==> src/rtl/vdg_pixel_serialiser.sv <==
// vdg_pixel_serialiser: latches one display byte plus mode attributes per load
// strobe and shifts alpha / semigraphic / graphics pixels out as registered RGB
// on the dot-clock enable.
// Optional feature macro: VDG_BORDER_EN (border colour and counter freeze while de=0).
module vdg_pixel_serialiser #(
   parameter int unsigned CH_W   = 3,
   parameter int unsigned HSCALE = 1,
   parameter int unsigned ROW_W  = 4
) (
   input  logic                  clk,
   input  logic                  reset,
   input  logic                  pixel_en,
   input  logic                  load,
   input  logic [7:0]            inData,
   input  logic [3:0]            mode,
   input  logic                  css,
   input  logic                  AnG,
   input  logic                  AnS,
   input  logic                  Inv,
   input  logic                  InE,
   input  logic [ROW_W-1:0]      row,
   output logic [6+ROW_W-1:0]    font_addr,
   input  logic [7:0]            font_data,
   input  logic                  de,
   output logic [3*CH_W-1:0]     rgb,
   output logic                  ready,
   output logic                  underrun
);

   localparam int unsigned REP_W = (HSCALE > 1) ? $clog2(HSCALE) : 1;
   localparam logic [REP_W-1:0] REP_LAST = REP_W'(HSCALE - 1);

   // 3-bit-per-channel palette, octal RGB
   localparam logic [8:0] C_BLACK    = 9'o000;
   localparam logic [8:0] C_GREEN    = 9'o070;
   localparam logic [8:0] C_YELLOW   = 9'o770;
   localparam logic [8:0] C_BLUE     = 9'o007;
   localparam logic [8:0] C_RED      = 9'o700;
   localparam logic [8:0] C_BUFF     = 9'o777;
   localparam logic [8:0] C_CYAN     = 9'o077;
   localparam logic [8:0] C_MAGENTA  = 9'o707;
   localparam logic [8:0] C_ORANGE   = 9'o740;
   localparam logic [8:0] C_DKGREEN  = 9'o020;
   localparam logic [8:0] C_DKORANGE = 9'o200;

   typedef enum logic [1:0] {ST_IDLE, ST_ACTIVE, ST_UNDERRUN} state_t;

   state_t             state_q, state_d;
   logic [7:0]         src_q, src_d;
   logic               ang_q, ang_d, ans_q, ans_d, css_q, css_d;
   logic               res_q, res_d, inv_q, inv_d, sg_lo_q, sg_lo_d;
   logic [2:0]         slot_q, slot_d;
   logic [REP_W-1:0]   rep_q, rep_d;
   logic [3*CH_W-1:0]  rgb_q, rgb_d;
   logic               underrun_q, underrun_d;

   logic               final_slot;
   logic               border;
   logic [8:0]         slot_col;
   logic [8:0]         border_col;
   logic               unused_in;

   // Left-align each 3-bit channel and replicate its MSBs into extra LSBs
   function automatic logic [3*CH_W-1:0] expand(input logic [8:0] c);
      logic [3*CH_W-1:0] o;
      o = '0;
      for (int unsigned ch = 0; ch < 3; ch++) begin
         for (int unsigned i = 0; i < CH_W; i++) begin
            o[ch*CH_W + CH_W - 1 - i] = c[ch*3 + 2 - (i % 3)];
         end
      end
      return o;
   endfunction

   assign font_addr  = {inData[5:0], row};
   assign final_slot = (state_q == ST_ACTIVE) && (slot_q == 3'd7) && (rep_q == REP_LAST);
   assign ready      = (state_q != ST_ACTIVE) || final_slot;
   assign rgb        = rgb_q;
   assign underrun   = underrun_q;
   assign border_col = AnG ? (css ? C_BUFF : C_GREEN) : C_BLACK;

`ifdef VDG_BORDER_EN
   assign border    = ~de;
   assign unused_in = ^mode[3:1];
`else
   assign border    = 1'b0;
   assign unused_in = ^{mode[3:1], de};
`endif

   // Colour of the current slot from the latched byte and latched mode
   always_comb begin
      logic       bit_v;
      logic [1:0] pair;
      bit_v    = src_q[~slot_q];
      pair     = {src_q[{~slot_q[2:1], 1'b1}], src_q[{~slot_q[2:1], 1'b0}]};
      slot_col = C_BLACK;
      if (!ang_q && !ans_q) begin
         if (bit_v ^ inv_q) slot_col = css_q ? C_ORANGE   : C_GREEN;
         else               slot_col = css_q ? C_DKORANGE : C_DKGREEN;
      end else if (!ang_q) begin
         bit_v = slot_q[2] ? (sg_lo_q ? src_q[0] : src_q[2])
                           : (sg_lo_q ? src_q[1] : src_q[3]);
         if (bit_v) begin
            case (src_q[6:4])
               3'd0:    slot_col = C_GREEN;
               3'd1:    slot_col = C_YELLOW;
               3'd2:    slot_col = C_BLUE;
               3'd3:    slot_col = C_RED;
               3'd4:    slot_col = C_BUFF;
               3'd5:    slot_col = C_CYAN;
               3'd6:    slot_col = C_MAGENTA;
               default: slot_col = C_ORANGE;
            endcase
         end
      end else if (res_q) begin
         if (css_q) slot_col = bit_v ? C_BUFF  : C_BLACK;
         else       slot_col = bit_v ? C_GREEN : C_DKGREEN;
      end else begin
         case ({css_q, pair})
            3'b000:  slot_col = C_GREEN;
            3'b001:  slot_col = C_YELLOW;
            3'b010:  slot_col = C_BLUE;
            3'b011:  slot_col = C_RED;
            3'b100:  slot_col = C_BUFF;
            3'b101:  slot_col = C_CYAN;
            3'b110:  slot_col = C_MAGENTA;
            default: slot_col = C_ORANGE;
         endcase
      end
   end

   // Next-state: slot emission on pixel_en, then byte capture on load
   always_comb begin
      state_d    = state_q;
      src_d      = src_q;
      ang_d      = ang_q;
      ans_d      = ans_q;
      css_d      = css_q;
      res_d      = res_q;
      inv_d      = inv_q;
      sg_lo_d    = sg_lo_q;
      slot_d     = slot_q;
      rep_d      = rep_q;
      rgb_d      = rgb_q;
      underrun_d = underrun_q;

      if (pixel_en) begin
         if (border) begin
            rgb_d = expand(border_col);
         end else if (state_q == ST_ACTIVE) begin
            rgb_d = expand(slot_col);
            if (rep_q == REP_LAST) begin
               rep_d  = '0;
               slot_d = slot_q + 3'd1;
            end else begin
               rep_d = rep_q + REP_W'(1);
            end
            if (final_slot && !load) begin
               state_d    = ST_UNDERRUN;
               underrun_d = 1'b1;
            end
         end else begin
            rgb_d = '0;
         end
      end

      // A load overrides the counter advance so the new byte starts at slot 0
      if (load) begin
         state_d = ST_ACTIVE;
         src_d   = (AnG || AnS) ? inData : font_data;
         ang_d   = AnG;
         ans_d   = AnS;
         css_d   = css;
         res_d   = mode[0];
         inv_d   = Inv ^ (InE & inData[6]);
         sg_lo_d = (row >= ROW_W'(6));
         slot_d  = '0;
         rep_d   = '0;
      end
   end

   // State and output registers, synchronous reset
   always_ff @(posedge clk) begin
      if (reset) begin
         state_q    <= ST_IDLE;
         src_q      <= '0;
         ang_q      <= 1'b0;
         ans_q      <= 1'b0;
         css_q      <= 1'b0;
         res_q      <= 1'b0;
         inv_q      <= 1'b0;
         sg_lo_q    <= 1'b0;
         slot_q     <= '0;
         rep_q      <= '0;
         rgb_q      <= '0;
         underrun_q <= 1'b0;
      end else begin
         state_q    <= state_d;
         src_q      <= src_d;
         ang_q      <= ang_d;
         ans_q      <= ans_d;
         css_q      <= css_d;
         res_q      <= res_d;
         inv_q      <= inv_d;
         sg_lo_q    <= sg_lo_d;
         slot_q     <= slot_d;
         rep_q      <= rep_d;
         rgb_q      <= rgb_d;
         underrun_q <= underrun_d;
      end
   end

endmodule
==> config.mk <==
export PLATFORM = sky130hd
export DESIGN_NAME = vdg_pixel_serialiser
export DESIGN_NICKNAME = d
export VERILOG_FILES = /design/src/rtl/vdg_pixel_serialiser.sv
export SDC_FILE = /design/constraint.sdc
export NUM_CORES = 1
export LEC_CHECK = 0
export BUFFER_PORTS_ARGS = -buffer_cell sky130_fd_sc_hd__buf_2
export CAP_MARGIN = 20
export CORE_UTILIZATION = 40
export CTS_CLUSTER_SIZE = 20
export DETAILED_ROUTE_END_ITERATION = 7
export GPL_TIMING_DRIVEN = 0
export PLACE_DENSITY = 0.7
export SETUP_SLACK_MARGIN = 0.05
export SLEW_MARGIN = 40
export SYNTH_ARGS = -nofsm -noshare
export SYNTH_HDL_FRONTEND = slang
export SYNTH_SLANG_ARGS = --single-unit
==> constraint.sdc <==
create_clock -name clk -period 1.82 [get_ports clk]
set_input_delay 0.364 -clock clk [delete_from_list [all_inputs] [get_ports clk]]
set_output_delay 0.364 -clock clk [all_outputs]
set_load 0.1 [all_outputs]
==> reports/results.tsv, run 1 <==
metric	value	unit
Clk pwr share	27.0	%
Hold Path Stages	3	
post-synthesis register bit count	26	
fin crit period	1.92	ns
Max FO, Critical Path	4	
Primary FF master, synth	dfxtp_1	
Die Y	62.8	um
initial core utilization	42.9	%
htree depth	1	
Worst EP required	1.99	ns
Final Cycle Share	106	%
relative slew slack	59.1	%
drt drc	0	
fmax	0.520	GHz
commonest non-fill, non-tap cell in the layout	buf_2	
critical path arrival	2.09	ns
delay of the slowest critical-path stage	0.56	ns
Comb pwr share	28.4	%
Int Pwr	929	uW
Pre-Repair DR Iteration Count	4	
pre-CTS WS	-0.124	ns
RSZ-0062 raised after global routing	true	
Hold Buf Count CTS	0	
Peak supply drop	0.000279	V
EDFF count, synth	0	
DRT antenna net count	0	
Setup violations, final	7	
initial antenna violation count	0	
DR WL/cell	12.3	um
Layout Nets	272	
Root Buffer	clkbuf_8	
failing checks	setup timing	
vias in the first global route	1270	
PortBufs	46	
static leakage	0.820	nW
GRT Residual Overflow	0	
clock slew at reported path FFs	0.09	ns
Final Wtd Congestion	0.836	
crit path launch type	register	
Std-Cell Rows	21	
largest cells by area after synthesis	dfxtp_1 (35%), buf_4 (6.6%), nor2_1 (6.6%)	
first-pass GRT wire length	5750	um
slack of the critical path	-0.104	ns
largest net degree at the start of global routing	15	
R2R Setup Slk	-0.10	ns
Synth top area share	35.3	%
die area	3940	um^2
most used cell, CP	buf_4	
largest area contributor in the netlist	dfxtp_1	
layout cell share with drive strength beyond 1	38.7	%
cell count after synthesis	176	
IO Pins	55	
Max Cap Viol	0	
Sequential Power Share	44.6	%
Worst Hold Slack	0.316	ns
syn_area_per_cell	8.39	um^2
antenna cells	0	
Post-Syn Nets	212	
most frequent cells in the layout	buf_2 (45), nor2_1 (24), dfxtp_1 (23)	
number of warning messages in the yosys log	0	
FF-to-FF path depth	7	
FF-to-FF End	rgb[5]	
Synth cell types	33	
total CTS buffers	3	
CP max-delay cell	mux4_2	
HPWL after DPL	2460	um
Final Hold Vio Count	0	
chip width	62.8	um
P_sw	476	uW
vias	1436	
initial DRC count	27	
Final Max Slew Viols	0	
final wirelength	3460	um
worst skew pair latency	0.28	ns
Hold EP	res_q	
Setup CP Type	register to register	
actual slew at the worst max-slew pin	0.613	ns
worst path cell trace	buf_6 > mux4_2 > mux2i_4 > buf_4 > buf_4 > a311o_1 > o21ai_0	
status	complete, but fails checks	
fin util	57.5	%
switching share of power	33.9	%
Num Clock Sinks	26	
Area growth, synth to finish	34.2	%
asr flop ratio synth	0	%
sequential share of the synthesized area	35.3	%
clk_skew	0.00588	ns
GR Util All Layers	18.8	%
CP Capture Type	register	
HP Start	mode[0]	
power per cell area	709	nW/um^2
Cell Area, Synth	1480	um^2
TritonCTS clock tree	built	
Reg-to-Reg Start	slot_q[1]	
Core Area	3440	um^2
routed vias/inst	5.11	
clock buffer depth	2	
Min-Delay Path Class	input port to register	
## repair_timing
action                                  4_1_cts  5_1_grt
endpoints found under the setup margin        7        7
setup buffers                                 7        2
resized for setup                            14        9
pin swaps                                     7        4
## sequential cells by signal (all words and copies together), names as in the netlist
register  cells
inv_q         1
ang_q         1
ans_q         1
src_q         8
res_q         1
rgb           6
state_q       2
css_q         1
sg_lo_q       1
underrun      1
slot_q        3
## routing by layer
layer | global-route usage [%] | up-vias | wire (um)
li1 | - | 744 | -
met2 | 31.0 | 46 | 1680
met4 | 10.5 | 0 | 51
met5 | 0 | - | 0
met1 | 23.4 | 641 | 1580
met3 | 2.92 | 5 | 145
## worst max-delay path by stage
stage,end,depth (start not counted),startpoint
final,rgb[5],7,slot_q[1]
after global routing,rgb[5],7,slot_q[1]
after CTS,ready,4,slot_q[1]
after detailed placement,rgb[3],6,slot_q[1]
after global placement,rgb[7],6,slot_q[1]
after floorplan,rgb[3],6,slot_q[1]
## synth_stat cells (2+ instances only)
library cell  count
nand3b_1          3
nor3b_1           2
nand2_1          18
a211oi_1          6
buf_1             2
a311oi_1          9
buf_4            13
mux2i_1           7
o21ai_0          11
ha_1              2
nor2b_1           3
nor3_1            7
a311o_1           2
a21oi_1           9
inv_1             3
o31ai_1           2
clkbuf_1          8
dfxtp_1          26
xnor2_1           2
nor2_1           26
mux4_2            3
## worst max-delay path: cells and delay by family, from the launching register on
family / cells / cell delay, ns
flops: 1 / 0.37
compound gates: 2 / 0.26
buf+inv: 3 / 0.39
mux: 2 / 0.79
## final cells by class
class,count,area [um^2]
Buffer,24,146
Clock buffer,4,55.1
Fill cell,323,1460
Inverter,3,11.3
Multi-Input combinational cell,123,863
Sequential cell,26,527
Tap cell,46,57.6
Timing Repair Buffer,55,320
## power groups by stage
stage               Combinational [mW]  Clock (mW)  Sequential [mW]
floorplan                        0.260           0            0.661
global placement                 0.359           0            0.639
detailed placement               0.362           0            0.640
CTS                              0.383       0.386            0.625
global route                     0.425       0.407            0.631
finish                           0.399       0.379            0.626
## logic make-up (layout without fill, tap and decap cells)
logic type / count (synthesis) / after routing / synth area share (%)
xor gates and xnor gates: 3 / 3 / 1.78
AOI/OAI and AO/OA: 44 / 44 / 20.4
muxes: 11 / 11 / 10.8
adders and majority gates: 2 / 2 / 1.69
DFF: 26 / 26 / 35.3
and+or+nand+nor: 63 / 63 / 19.3
buffers and inverters: 27 / 86 / 10.7
## per-stage QoR
step                      TNS [ns]  std cells  area, um^2  power [mW]
after detailed placement    -0.438        268        1770        1.00
after floorplan                  0        176        1480       0.921
final                       -0.388        281        1980        1.41
after global placement      -0.257        268        1770       0.997
after CTS                   -0.240        279        1940        1.39
after global routing        -0.878        281        1980        1.46
(Power assumes the default switching activity.)
==> inputs of run 2 (changes only) <==
--- a/config.mk
+++ b/config.mk
@@ -11,8 +11,9 @@
 export CTS_CLUSTER_SIZE = 20
 export DETAILED_ROUTE_END_ITERATION = 7
 export GPL_TIMING_DRIVEN = 0
-export PLACE_DENSITY = 0.7
+export PLACE_DENSITY = 0.67
 export SETUP_SLACK_MARGIN = 0.05
+export SKIP_CTS_REPAIR_TIMING = 1
 export SLEW_MARGIN = 40
 export SYNTH_ARGS = -nofsm -noshare
 export SYNTH_HDL_FRONTEND = slang
==> constraint.sdc (replaced) <==
create_clock -name clk -period 1.8 [get_ports clk]
set_input_delay 0.36 -clock clk [delete_from_list [all_inputs] [get_ports clk]]
set_output_delay 0.36 -clock clk [all_outputs]
set_load 0.1 [all_outputs]
==> reports/results.tsv, run 2 (same netlist as run 1, synthesis figures left out) <==
metric	value	unit	change
IO Pins	55		unchanged
Root Buffer	clkbuf_8		unchanged
max reg flops	8		unchanged
Max Cap Viol	0		unchanged
clock slew at reported path FFs	0.09	ns	about the same
GRT Residual Overflow	0		unchanged
Final Cycle Share	107	%	
final wirelength	3350	um	was 3460 um
placed cell area	1780	um^2	was 1770 um^2
Pre-Repair DR Iteration Count	4		unchanged
first-pass GRT wire length	5660	um	was 5750 um
PortBufs	46		unchanged
antenna cells	0		unchanged
vias in the first global route	1323		was 1,270
Multi-input gate area	848	um^2	was 863 um^2
Final Wtd Congestion	0.864		was 0.836
initial DRC count	36		was 27
Largest Register	src_q		unchanged
total CTS buffers	3		unchanged
Final Hold Vio Count	0		unchanged
Peak supply drop	0.000417	V	was 0.000279 V
fin util	56.7	%	was 57.5%
cell area after layout	1950	um^2	was 1980 um^2
FF-to-FF path depth	6		was 7
Worst Setup SP	slot_q[0]		was slot_q[1]
TritonCTS clock tree	built		unchanged
slack of the critical path	-0.130	ns	was -0.104 ns
chip width	62.8	um	unchanged
largest net degree at the start of global routing	16		was 15
DRT antenna net count	0		unchanged
Die Y	62.8	um	unchanged
clock buffer depth	2		unchanged
pre-CTS WS	-0.0882	ns	was -0.124 ns
initial antenna violation count	0		unchanged
clk_skew	0.00465	ns	was 0.00588 ns
Num Clock Sinks	26		unchanged
layout cell share with drive strength beyond 1	37.5	%	was 38.7%
worst skew pair latency	0.27	ns	was 0.28 ns
Std-Cell Rows	21		unchanged
actual slew at the worst max-slew pin	0.601	ns	was 0.613 ns
fin crit period	1.93	ns	
most frequent cells in the layout	buf_2 (45), nor2_1 (25), dfxtp_1 (23)		was buf_2 (45), nor2_1 (24), dfxtp_1 (23)
Core Area	3440	um^2	unchanged
fin cells	278		was 281
worst path cell trace	ha_1 > ha_2 > or3b_4 > buf_12		was buf_6 > mux4_2 > mux2i_4 > buf_4 > buf_4 > a311o_1 > o21ai_0
GR Util All Layers	17.4	%	was 18.8%
Worst Hold Slack	0.311	ns	was 0.316 ns
Seq. cell area	527	um^2	unchanged
power per cell area	775	nW/um^2	was 709 nW/um^2
critical path arrival	1.57	ns	was 2.09 ns
setup TNS	-0.408	ns	was -0.388 ns
routed vias/inst	5.07		was 5.11
Max FO, Critical Path	3		was 4
Min-Delay Path Class	input port to register		unchanged
delay of the slowest critical-path stage	0.38	ns	was 0.56 ns
failing checks	setup timing		unchanged
Layout Nets	269		was 272
static leakage	0.815	nW	was 0.820 nW
Reg-to-Reg Start	slot_q[1]		unchanged
Area growth, synth to finish	32.2	%	was 34.2%
Setup violations, final	6		was 7
FF-to-FF End	rgb[6]		was rgb[5]
commonest non-fill, non-tap cell in the layout	buf_2		unchanged
die area	3940	um^2	unchanged
Cells after DPL	268		unchanged
Final Max Slew Viols	0		unchanged
initial core utilization	42.9	%	unchanged
status	complete, but fails checks		unchanged
RSZ-0062 raised after global routing	true		unchanged
R2R Setup Slk	-0.10	ns	about the same
CP Capture Type	output pin		was register
Pwr Total	1.51	mW	was 1.41 mW
Worst EP required	1.44	ns	was 1.99 ns
crit path launch type	register		unchanged
HPWL after DPL	2450	um	was 2460 um
DR WL/cell	12.0	um	was 12.3 um
vias	1409		was 1,436
htree depth	1		unchanged
Setup CP Type	register to output pin		was register to register
fillcell total	336		was 323
relative slew slack	59.9	%	was 59.1%
fmax	0.518	GHz	
drt drc	0		unchanged
CP Capture Point	ready		was rgb[5]
CP max-delay cell	or3b_4		was mux4_2
run 2: cell count changes in the layout (fill, tap and decap cells not counted), sizes merged:
cell / change
bufinv: +1
buf: -3
clkbuf: -1
run 2: how the worst min path moves through the flow:
stage               startpoint  cells after the start        to
finish                   reset                      2  src_q[1]
global route             reset                      2  src_q[1]
CTS                      reset                      2  src_q[1]
detailed placement      rgb[7]                      2    rgb[7]
global placement        rgb[7]                      2    rgb[7]
floorplan                reset                      1  src_q[1]
run 2: layout make-up:
class	instances	share of cell area [%]
Clock inverter	1	1.54
Buffer	24	7.50
Tap cell	46	2.95
Inverter	3	0.577
Sequential cell	26	27.0
Multi-Input combinational cell	123	43.5
Clock buffer	3	2.12
Timing Repair Buffer	52	14.9
run 2: power by group:
part           leakage, nW  switching (mW)  internal (mW)
sequential           0.215          0.0311          0.603
clock               0.0357           0.185          0.297
combinational        0.564           0.259          0.137
run 2: per-layer routing:
metal,part of all wire (%),vias to the layer above,track usage [%]
met5,0,-,0
met2,47,39,30.6
met3,4.0,2,2.37
met4,0.39,0,3.49
li1,-,731,-
met1,48,637,22.6
run 2: critical path, delay by kind of cell, from the launching register on:
family                     cells  cell delay (ns)
buffers and inverters          1             0.17
adders and majority gates      2             0.39
and+or+nand+nor                1             0.38
DFF                            1             0.36
